==> src/rtl/bp_update_sched_if.sv <==
// rtl/bp_update_sched_if.sv - commit-update and predictor-table write-port bundle
interface bp_update_sched_if #(
  parameter int INDEX_WIDTH   = 6,
  parameter int HISTORY_WIDTH = 8
) ();
  localparam int TAG_W = 32 - INDEX_WIDTH - 2;

  logic                     flush_req_i;
  logic                     upd_valid_i;
  logic                     upd_ready_o;
  logic                     upd_btb_wr_i;
  logic [INDEX_WIDTH-1:0]   upd_btb_index_i;
  logic [TAG_W-1:0]         upd_btb_tag_i;
  logic [31:0]              upd_btb_target_i;
  logic [HISTORY_WIDTH-1:0] upd_pht_index_i;
  logic                     upd_pht_agree_i;

  logic                     btb_we_o;
  logic [INDEX_WIDTH-1:0]   btb_idx_o;
  logic [TAG_W-1:0]         btb_tag_o;
  logic [31:0]              btb_target_o;
  logic                     btb_valid_o;
  logic                     pht_we_o;
  logic [HISTORY_WIDTH-1:0] pht_idx_o;
  logic                     pht_init_o;
  logic                     pht_agree_o;
  logic                     busy_o;
  logic                     done_o;

  // Commit stage / fetch side: drives updates and flushes, observes the write ports
  modport master (
    output flush_req_i, upd_valid_i, upd_btb_wr_i, upd_btb_index_i, upd_btb_tag_i,
           upd_btb_target_i, upd_pht_index_i, upd_pht_agree_i,
    input  upd_ready_o, btb_we_o, btb_idx_o, btb_tag_o, btb_target_o, btb_valid_o,
           pht_we_o, pht_idx_o, pht_init_o, pht_agree_o, busy_o, done_o
  );

  // Scheduler side
  modport slave (
    input  flush_req_i, upd_valid_i, upd_btb_wr_i, upd_btb_index_i, upd_btb_tag_i,
           upd_btb_target_i, upd_pht_index_i, upd_pht_agree_i,
    output upd_ready_o, btb_we_o, btb_idx_o, btb_tag_o, btb_target_o, btb_valid_o,
           pht_we_o, pht_idx_o, pht_init_o, pht_agree_o, busy_o, done_o
  );
endinterface

==> src/rtl/bp_update_sched.sv <==
// rtl/bp_update_sched.sv - BTB/PHT write-port scheduler with clear sweep and update FIFO
module bp_update_sched #(
  parameter int INDEX_WIDTH   = 6,
  parameter int HISTORY_WIDTH = 8,
  parameter int FIFO_DEPTH    = 4
) (
  input  logic               clk_i,
  input  logic               rst_ni,
  bp_update_sched_if.slave   bus
);
  localparam int CNT_W       = (INDEX_WIDTH > HISTORY_WIDTH) ? INDEX_WIDTH : HISTORY_WIDTH;
  localparam int TAG_W       = 32 - INDEX_WIDTH - 2;
  localparam int PTR_W       = $clog2(FIFO_DEPTH);
  localparam int BTB_ENTRIES = 1 << INDEX_WIDTH;
  localparam int PHT_ENTRIES = 1 << HISTORY_WIDTH;

  typedef enum logic {ST_SWEEP, ST_IDLE} state_t;

  typedef struct packed {
    logic                     btb_wr;
    logic [INDEX_WIDTH-1:0]   btb_idx;
    logic [TAG_W-1:0]         tag;
    logic [31:0]              target;
    logic [HISTORY_WIDTH-1:0] pht_idx;
    logic                     agree;
  } pkt_t;

  state_t             state_q, state_d;
  logic [CNT_W-1:0]   cnt_q, cnt_d;
  logic               finish_q, finish_d;

  pkt_t               mem_q [FIFO_DEPTH];
  logic [PTR_W-1:0]   rd_ptr_q, wr_ptr_q;
  logic [PTR_W:0]     count_q;
  logic               fifo_full, fifo_empty, push, pop, flush;
  pkt_t               in_pkt, head;

  logic                     btb_we_d, btb_we_q, btb_valid_d, btb_valid_q;
  logic [INDEX_WIDTH-1:0]   btb_idx_d, btb_idx_q;
  logic [TAG_W-1:0]         btb_tag_d, btb_tag_q;
  logic [31:0]              btb_target_d, btb_target_q;
  logic                     pht_we_d, pht_we_q, pht_init_d, pht_init_q;
  logic                     pht_agree_d, pht_agree_q;
  logic [HISTORY_WIDTH-1:0] pht_idx_d, pht_idx_q;
  logic                     busy_d, busy_q, done_d, done_q;

  assign flush      = bus.flush_req_i;
  assign fifo_full  = (count_q == (PTR_W+1)'(FIFO_DEPTH));
  assign fifo_empty = (count_q == '0);
  // Ready uses the pre-pop occupancy so a full FIFO never accepts, even while popping
  assign bus.upd_ready_o = !fifo_full && !flush;
  assign push = bus.upd_valid_i && bus.upd_ready_o;
  assign pop  = (state_q == ST_IDLE) && !fifo_empty && !flush;
  assign head = mem_q[rd_ptr_q];

  assign in_pkt = '{btb_wr:  bus.upd_btb_wr_i,
                    btb_idx: bus.upd_btb_index_i,
                    tag:     bus.upd_btb_tag_i,
                    target:  bus.upd_btb_target_i,
                    pht_idx: bus.upd_pht_index_i,
                    agree:   bus.upd_pht_agree_i};

  // State register: sweep/idle, sweep counter and the end-of-sweep marker
  always_ff @(posedge clk_i) begin
    if (!rst_ni) begin
      state_q  <= ST_SWEEP;
      cnt_q    <= '0;
      finish_q <= 1'b0;
    end else begin
      state_q  <= state_d;
      cnt_q    <= cnt_d;
      finish_q <= finish_d;
    end
  end

  // Next state: flush restarts the sweep; the sweep ends after the last counter value
  always_comb begin
    state_d  = state_q;
    cnt_d    = cnt_q;
    finish_d = 1'b0;
    if (flush) begin
      state_d = ST_SWEEP;
      cnt_d   = '0;
    end else if (state_q == ST_SWEEP) begin
      cnt_d = cnt_q + 1'b1;
      if (cnt_q == '1) begin
        state_d  = ST_IDLE;
        finish_d = 1'b1;
      end
    end
  end

  // FIFO storage: entries are written only on an accepted push
  always_ff @(posedge clk_i) begin
    if (push) mem_q[wr_ptr_q] <= in_pkt;
  end

  // FIFO pointers and occupancy; flush discards everything queued
  always_ff @(posedge clk_i) begin
    if (!rst_ni || flush) begin
      rd_ptr_q <= '0;
      wr_ptr_q <= '0;
      count_q  <= '0;
    end else begin
      if (push) wr_ptr_q <= wr_ptr_q + PTR_W'(1);
      if (pop)  rd_ptr_q <= rd_ptr_q + PTR_W'(1);
      count_q <= count_q + (PTR_W+1)'(push) - (PTR_W+1)'(pop);
    end
  end

  // Outputs: sweep write, FIFO-head write, or nothing; flush suppresses all writes
  always_comb begin
    btb_we_d     = 1'b0;
    btb_idx_d    = '0;
    btb_tag_d    = '0;
    btb_target_d = '0;
    btb_valid_d  = 1'b0;
    pht_we_d     = 1'b0;
    pht_idx_d    = '0;
    pht_init_d   = 1'b0;
    pht_agree_d  = 1'b0;
    busy_d       = (state_q == ST_SWEEP) || flush;
    done_d       = finish_q && !flush;
    if (!flush) begin
      if (state_q == ST_SWEEP) begin
        btb_we_d   = ({1'b0, cnt_q} < (CNT_W+1)'(BTB_ENTRIES));
        btb_idx_d  = cnt_q[INDEX_WIDTH-1:0];
        pht_we_d   = ({1'b0, cnt_q} < (CNT_W+1)'(PHT_ENTRIES));
        pht_idx_d  = cnt_q[HISTORY_WIDTH-1:0];
        pht_init_d = 1'b1;
      end else if (pop) begin
        btb_we_d     = head.btb_wr;
        btb_idx_d    = head.btb_idx;
        btb_tag_d    = head.tag;
        btb_target_d = head.target;
        btb_valid_d  = 1'b1;
        pht_we_d     = 1'b1;
        pht_idx_d    = head.pht_idx;
        pht_agree_d  = head.agree;
      end
    end
  end

  // Output register: every table-port signal, busy and done leave from flops
  always_ff @(posedge clk_i) begin
    if (!rst_ni) begin
      btb_we_q     <= 1'b0;
      btb_idx_q    <= '0;
      btb_tag_q    <= '0;
      btb_target_q <= '0;
      btb_valid_q  <= 1'b0;
      pht_we_q     <= 1'b0;
      pht_idx_q    <= '0;
      pht_init_q   <= 1'b0;
      pht_agree_q  <= 1'b0;
      busy_q       <= 1'b1;
      done_q       <= 1'b0;
    end else begin
      btb_we_q     <= btb_we_d;
      btb_idx_q    <= btb_idx_d;
      btb_tag_q    <= btb_tag_d;
      btb_target_q <= btb_target_d;
      btb_valid_q  <= btb_valid_d;
      pht_we_q     <= pht_we_d;
      pht_idx_q    <= pht_idx_d;
      pht_init_q   <= pht_init_d;
      pht_agree_q  <= pht_agree_d;
      busy_q       <= busy_d;
      done_q       <= done_d;
    end
  end

  assign bus.btb_we_o     = btb_we_q;
  assign bus.btb_idx_o    = btb_idx_q;
  assign bus.btb_tag_o    = btb_tag_q;
  assign bus.btb_target_o = btb_target_q;
  assign bus.btb_valid_o  = btb_valid_q;
  assign bus.pht_we_o     = pht_we_q;
  assign bus.pht_idx_o    = pht_idx_q;
  assign bus.pht_init_o   = pht_init_q;
  assign bus.pht_agree_o  = pht_agree_q;
  assign bus.busy_o       = busy_q;
  assign bus.done_o       = done_q;
endmodule
==> src/flat_wrapper.sv <==
// flat-port wrapper written by rule: the top's interface ports become plain ports
module bp_update_sched_flat 
#(
  parameter int INDEX_WIDTH   = 6,
  parameter int HISTORY_WIDTH = 8,
  parameter int FIFO_DEPTH    = 4
)
  (clk_i, rst_ni, bus_flush_req_i, bus_upd_valid_i, bus_upd_btb_wr_i, bus_upd_btb_index_i, bus_upd_btb_tag_i, bus_upd_btb_target_i, bus_upd_pht_index_i, bus_upd_pht_agree_i, bus_upd_ready_o, bus_btb_we_o, bus_btb_idx_o, bus_btb_tag_o, bus_btb_target_o, bus_btb_valid_o, bus_pht_we_o, bus_pht_idx_o, bus_pht_init_o, bus_pht_agree_o, bus_busy_o, bus_done_o);
  bp_update_sched_if #(.INDEX_WIDTH(INDEX_WIDTH), .HISTORY_WIDTH(HISTORY_WIDTH)) bus_i ();
  input  logic clk_i;
  input  logic rst_ni;
  input wire logic [$bits(bus_i.flush_req_i)-1:0] bus_flush_req_i;
  input wire logic [$bits(bus_i.upd_valid_i)-1:0] bus_upd_valid_i;
  input wire logic [$bits(bus_i.upd_btb_wr_i)-1:0] bus_upd_btb_wr_i;
  input wire logic [$bits(bus_i.upd_btb_index_i)-1:0] bus_upd_btb_index_i;
  input wire logic [$bits(bus_i.upd_btb_tag_i)-1:0] bus_upd_btb_tag_i;
  input wire logic [$bits(bus_i.upd_btb_target_i)-1:0] bus_upd_btb_target_i;
  input wire logic [$bits(bus_i.upd_pht_index_i)-1:0] bus_upd_pht_index_i;
  input wire logic [$bits(bus_i.upd_pht_agree_i)-1:0] bus_upd_pht_agree_i;
  output wire logic [$bits(bus_i.upd_ready_o)-1:0] bus_upd_ready_o;
  output wire logic [$bits(bus_i.btb_we_o)-1:0] bus_btb_we_o;
  output wire logic [$bits(bus_i.btb_idx_o)-1:0] bus_btb_idx_o;
  output wire logic [$bits(bus_i.btb_tag_o)-1:0] bus_btb_tag_o;
  output wire logic [$bits(bus_i.btb_target_o)-1:0] bus_btb_target_o;
  output wire logic [$bits(bus_i.btb_valid_o)-1:0] bus_btb_valid_o;
  output wire logic [$bits(bus_i.pht_we_o)-1:0] bus_pht_we_o;
  output wire logic [$bits(bus_i.pht_idx_o)-1:0] bus_pht_idx_o;
  output wire logic [$bits(bus_i.pht_init_o)-1:0] bus_pht_init_o;
  output wire logic [$bits(bus_i.pht_agree_o)-1:0] bus_pht_agree_o;
  output wire logic [$bits(bus_i.busy_o)-1:0] bus_busy_o;
  output wire logic [$bits(bus_i.done_o)-1:0] bus_done_o;
  assign bus_i.flush_req_i = bus_flush_req_i;
  assign bus_i.upd_valid_i = bus_upd_valid_i;
  assign bus_i.upd_btb_wr_i = bus_upd_btb_wr_i;
  assign bus_i.upd_btb_index_i = bus_upd_btb_index_i;
  assign bus_i.upd_btb_tag_i = bus_upd_btb_tag_i;
  assign bus_i.upd_btb_target_i = bus_upd_btb_target_i;
  assign bus_i.upd_pht_index_i = bus_upd_pht_index_i;
  assign bus_i.upd_pht_agree_i = bus_upd_pht_agree_i;
  assign bus_upd_ready_o = bus_i.upd_ready_o;
  assign bus_btb_we_o = bus_i.btb_we_o;
  assign bus_btb_idx_o = bus_i.btb_idx_o;
  assign bus_btb_tag_o = bus_i.btb_tag_o;
  assign bus_btb_target_o = bus_i.btb_target_o;
  assign bus_btb_valid_o = bus_i.btb_valid_o;
  assign bus_pht_we_o = bus_i.pht_we_o;
  assign bus_pht_idx_o = bus_i.pht_idx_o;
  assign bus_pht_init_o = bus_i.pht_init_o;
  assign bus_pht_agree_o = bus_i.pht_agree_o;
  assign bus_busy_o = bus_i.busy_o;
  assign bus_done_o = bus_i.done_o;
  bp_update_sched #(.INDEX_WIDTH(INDEX_WIDTH), .HISTORY_WIDTH(HISTORY_WIDTH), .FIFO_DEPTH(FIFO_DEPTH)) u_core (.clk_i(clk_i), .rst_ni(rst_ni), .bus(bus_i));
endmodule
==> config.mk <==
export PLATFORM = sky130hd
export DESIGN_NAME = bp_update_sched_flat
export DESIGN_NICKNAME = d
export VERILOG_FILES = /design/src/rtl/bp_update_sched_if.sv /design/src/rtl/bp_update_sched.sv /design/src/flat_wrapper.sv
export SDC_FILE = /design/constraint.sdc
export NUM_CORES = 1
export LEC_CHECK = 0
export CAP_MARGIN = 10
export CORE_ASPECT_RATIO = 1.75
export CORE_MARGIN = 5
export CORE_UTILIZATION = 50
export DETAILED_ROUTE_END_ITERATION = 8
export PLACE_DENSITY_LB_ADDON = 0.05
export SLEW_MARGIN = 20
export SYNTH_ARGS = -nofsm -noshare
export SYNTH_HDL_FRONTEND = slang
export SYNTH_SLANG_ARGS = --single-unit
==> constraint.sdc <==
create_clock -name clk_i -period 2.7 [get_ports clk_i]
set_input_delay 0.405 -clock clk_i [delete_from_list [all_inputs] [get_ports clk_i]]
set_output_delay 0.405 -clock clk_i [all_outputs]
set_load 0.01 [all_outputs]
-- Word level (Yosys, flattened, before mapping)
Memories as Yosys holds them, arrays and structs flattened. A register that Yosys moved wholly into a read port is not among the register bits.
Cells that the tools add are included.
Widths: inputs -> output; s select.
- bits in registers: 94
- bits in writable memories: 288
- input port bits: 76
- output and inout port bits: 78
- memories kept: 1
- memory list (name ; depth ; width ; read ports ; clocked after Yosys merged registers in ; write ports ; line ; RTL):
    u_core.mem_q ; 4 ; 72 ; 1 ; 1 ; 1 ; bp_update_sched.sv:32 ; pkt_t mem_q [FIFO_DEPTH];
- $add $sub $neg: 5
- magnitude comparators: 1
- equal/unequal tests: 2
- muxes and demuxes: 15
- bitwise logic cells: 3
- reductions and logical operators: 16
- operators with widths (kind ; number):
    $mux 8 ; 2
    $mux 6 ; 2
    $mux 1 ; 9
    $add 8x1->8 const B ; 1
    $eq 8x8->1 const B ; 1
    $lt 8x7->1 const B ; 1
    $reduce_or 3->1 ; 2
    $logic_and 1x1->1 ; 5
    $add 2x1->2 const B ; 2
    $logic_not 1->1 ; 4
    $mux 2 ; 2
    $reduce_or 4->1 ; 1
    $add 3x1->3 ; 1
    $eq 3x3->1 const B ; 1
    $logic_not 3->1 ; 1
    $not 1->1 ; 3
    $sub 3x1->3 ; 1
    $logic_or 1x1->1 ; 2
    $reduce_or 2->1 ; 1

-- Longest topological paths before layout
- depth after elaboration: 6
- depth in mapped cells: 11

-- Worst setup path before layout
No wires, ideal clock.
- path type: input -> register
- start: input bus_upd_valid_i
- end: memory u_core.mem_q[0][0] in the netlist's numbering (enable)
- arrival: 2.419 ns
- required time: 2.262 ns
- path slack: -0.157 ns
- stages: 2
- buffers on the path: 0
- cells stage by stage: nor2b_1 and3_1
- cells in the longest elaborated chain, start to end: 3
- ends and longest elaborated chain (what ; line ; RTL):
    from (decl) ; flat_wrapper.sv:13 ; input wire logic [$bits(bus_i.upd_valid_i)-1:0] bus_upd_valid_i;
    $logic_and 1x1->1 ; bp_update_sched.sv:52 ; assign push = bus.upd_valid_i && bus.upd_ready_o;
    $mux 1 ; bp_update_sched.sv:95 ; if (push) mem_q[wr_ptr_q] <= in_pkt;
    $mux 1 (not written as such) ; bp_update_sched.sv:95 ;
    to (decl) ; bp_update_sched.sv:32 ;
Every way passes these cells.

-- Worst setup path after layout
- start: register u_core.count_q[2]
- end: output bus_upd_ready_o
- cells in the longest elaborated chain, start to end: 3
- ends and longest elaborated chain (what ; line ; RTL):
    from (decl) ; bp_update_sched.sv:34 ; logic [PTR_W:0] count_q;
    from (signal assigned) ; bp_update_sched.sv:107 ; count_q <= count_q + (PTR_W+1)'(push) - (PTR_W+1)'(pop);
    $eq 3x3->1 ; bp_update_sched.sv:48 ; assign fifo_full = (count_q == (PTR_W+1)'(FIFO_DEPTH));
    $logic_not 1->1 ; bp_update_sched.sv:51 ; assign bus.upd_ready_o = !fifo_full && !flush;
    $logic_and 1x1->1 ; bp_update_sched.sv:51 ;
    to (decl) ; flat_wrapper.sv:20 ; output wire logic [$bits(bus_i.upd_ready_o)-1:0] bus_upd_ready_o;
Every way passes these cells.

==> metrics <==
top cells by area, synth edfxtp_1, dfxtp_1, mux4_2; Yosys cell types 40; final hold vios 0; count of state elements after synthesis roughly 380; HPWL after detailed placement 16,100 um; layout cell share with drive strength beyond 1 between 15 and 20%; Crit Path Max Fanout 7; Reg-to-Reg End u_core.count_q[2]$_SDFF_PP0_; WHS Path Cells 1; crit path DAT approximately 2.0 ns; Die Wd about 130 um; Boundary Pins 154; fin nets 902; final instance area 16,600 um^2; most common cell after layout, fill and taps aside edfxtp_1; first-pass GRT wire length 40,500 um; Peak Freq between 400 and 500 MHz; fin. max-slew vios 0; Reg2Reg Setup Slack roughly 0.30 ns; total CTS buffers 35; routed vias/inst 5.38; register area share after synthesis between 70% and 80%; area grow syn2layout 23.8%; highest-count cells in the layout ignoring fill and taps edfxtp_1, clkdlybuf4s50_1, dfxtp_1; Syn Inst Count 637; status finished, final reports clean; Antenna Nets Post-Route 0; total iterations of the first detailed-routing run 4; CTS tree done; largest net degree at the start of global routing between 70 and 80; setup violators final 0; detailed-route via count between 6,000 and 7,000; Reg clk slew, reported paths about 0.06 ns; setup_tns 0 ns; core area roughly 27,000 um^2; Final Skew ~0.017 ns; RR Startpoint u_core.count_q[1]$_SDFF_PP0_; first-iteration detailed-routing DRC count just over 300; row cnt 79; grt ovf 0; # Post-CTS Setup Buffers 0; Port-buffer cells approximately 150; worst-path cell chain or3b_4, nor2b_1, clkdlybuf4s50_1; synth warn 0; FF-to-FF path depth 10; Synth top area share about 64%; post-cts sizing count 0; GRT Util Overall between 10% and 20%; Slowest-stage cell, CP clkdlybuf4s50_1; H-Tree Level Count 2; Sink Count 384; Final WS setup approximately 0.27 ns; Fin Hold WS roughly 0.45 ns; Post-DP Area 15,500 um^2; initial core utilization 50.5%; Critical Path RT approximately 2.3 ns; DR DRC count 0; hold endpoint u_core.bus.done_o$_SDFF_PN0_; Avg Inst Size Synth 21.1 um^2; Synth Net Count roughly 700; unrepaired setup endpoints after global routing no; total die area between 30,000 and 40,000 um^2; final WL between 20,000 and 30,000 um; number of global-route vias before repair 7,116; clk buf depth 3; hold_buf cts 0; hold path start u_core.finish_q$_SDFF_PP0_; crit start category register; cell leakage power 5.46 nW; slew at the pin with the worst max-slew slack ~0.57 ns; peak supply drop 838 uV; Post-Place Cells around 1,100; critical path class register to output port; DP Worst Slack 0.178 ns; Synth area leader edfxtp_1; clock insertion delay at the later pin of the skew report ~0.52 ns; normalized max-slew margin between 60 and 70%; Mapped Area about 13,000 um^2; Root Buffer clkbuf_16; global placement routability congestion approximately 0.76; Final Non-Filler Cells roughly 1,200; worst min path class register to register; Largest stage delay, worst path between 0.4 and 0.5 ns; power per cell area about 700 nW/um^2; Tmin final approximately 2.4 ns; initial antenna violation count 0; Final Cycle Share 89.9%; WL/cell 22.1 um; CP endpoint kind output port; Die Span Y about 230 um; max cap viols 0
power breakdown:
group          leakage, nW  internal, mW  switching [mW]  total (mW)
Sequential            3.39          6.41          0.0195        6.43
Combinational         1.52         0.173           0.137       0.310
Clock                0.554          2.81            2.03        4.84
Total                 5.46          9.39            2.19        11.6
flip-flops by register name (all words and copies together), names as in the netlist, 3 cells and up, named ones only:
name                     flops
u_core.bus.btb_target_o     32
u_core.bus.btb_tag_o        24
u_core.bus.pht_idx_o         8
u_core.bus.btb_idx_o         6
u_core.cnt_q                 8
u_core.mem_q               288
u_core.count_q               3
worst max-delay path, delay by kind of cell (launching register included):
| family | cells | cell delay [ns] |
|---|---|---|
| buffers and inverters | 1 | 0.47 |
| and+or+nand+nor | 2 | 0.61 |
| DFF | 1 | 0.43 |
layer usage:
layer  up-vias  track usage, %  wire length [um]
li1       2871               -                 -
met5         -               0                 0
met1      3245            21.1             10100
met3        32            3.60              1040
met2       143            31.9             14200
met4         0            4.75               479
how the worst max path moves through the flow:
stage / end / slack, ns / cells past startpoint / from
4_1_cts: bus_upd_ready_o / 0.25 / 3 / u_core.count_q[2]$_SDFF_PP0_
6_report: bus_upd_ready_o / 0.27 / 3 / u_core.count_q[2]$_SDFF_PP0_
2_1_floorplan: u_core.count_q[2]$_SDFF_PP0_ / 0.58 / 10 / u_core.count_q[1]$_SDFF_PP0_
3_3_place_gp: u_core.count_q[2]$_SDFF_PP0_ / 0.26 / 10 / bus_flush_req_i
3_5_place_dp: u_core.count_q[2]$_SDFF_PP0_ / 0.18 / 10 / bus_flush_req_i
5_1_grt: u_core.count_q[2]$_SDFF_PP0_ / 0.14 / 10 / u_core.count_q[1]$_SDFF_PP0_
cell families after synthesis:
| group | Yosys count | share of synthesized area, % |
|---|---|---|
| flops | 384 | 78.7 |
| simple gates | 102 | 4.49 |
| mux | 74 | 12.3 |
| buf+inv | 36 | 1.81 |
| compound gates | 26 | 1.53 |
| fa+ha+maj | 8 | 0.801 |
| xor+xnor | 7 | 0.456 |
area by class of cell:
class	count	area, um^2
antenna	1	2.50
clock buffer	46	958
clock inverter	17	176
fill	1896	9960
inverter	5	18.8
multi-input combinational	217	2650
sequential	384	10600
tap	324	405
timing repair buffer	175	1850
synthesized netlist by cell type, drive strengths merged:
master	count
a21oi	3
a22o	15
and2	61
and3	4
buf	23
clkbuf	8
dfxtp	96
edfxtp	288
fa	1
ha	7
inv	5
mux2i	2
mux4	72
nand2	5
nand2b	1
nand3	2
nand4	2
nand4b	2
nor2	14
nor2b	4
nor3	1
nor4	1
o21a	1
o21ai	2
o311a	1
o311ai	1
o31ai	3
or2	1
or3	2
or3b	1
or4	1
xnor2	1
xor2	6
metrics by stage:
step	util [%]	power, mW
floorplan	-	6.65
global placement	58.3	6.85
detailed placement	58.3	6.87
CTS	62.5	11.7
global route	62.5	12.0
finish	62.6	11.6
(Power assumes the default switching activity.)
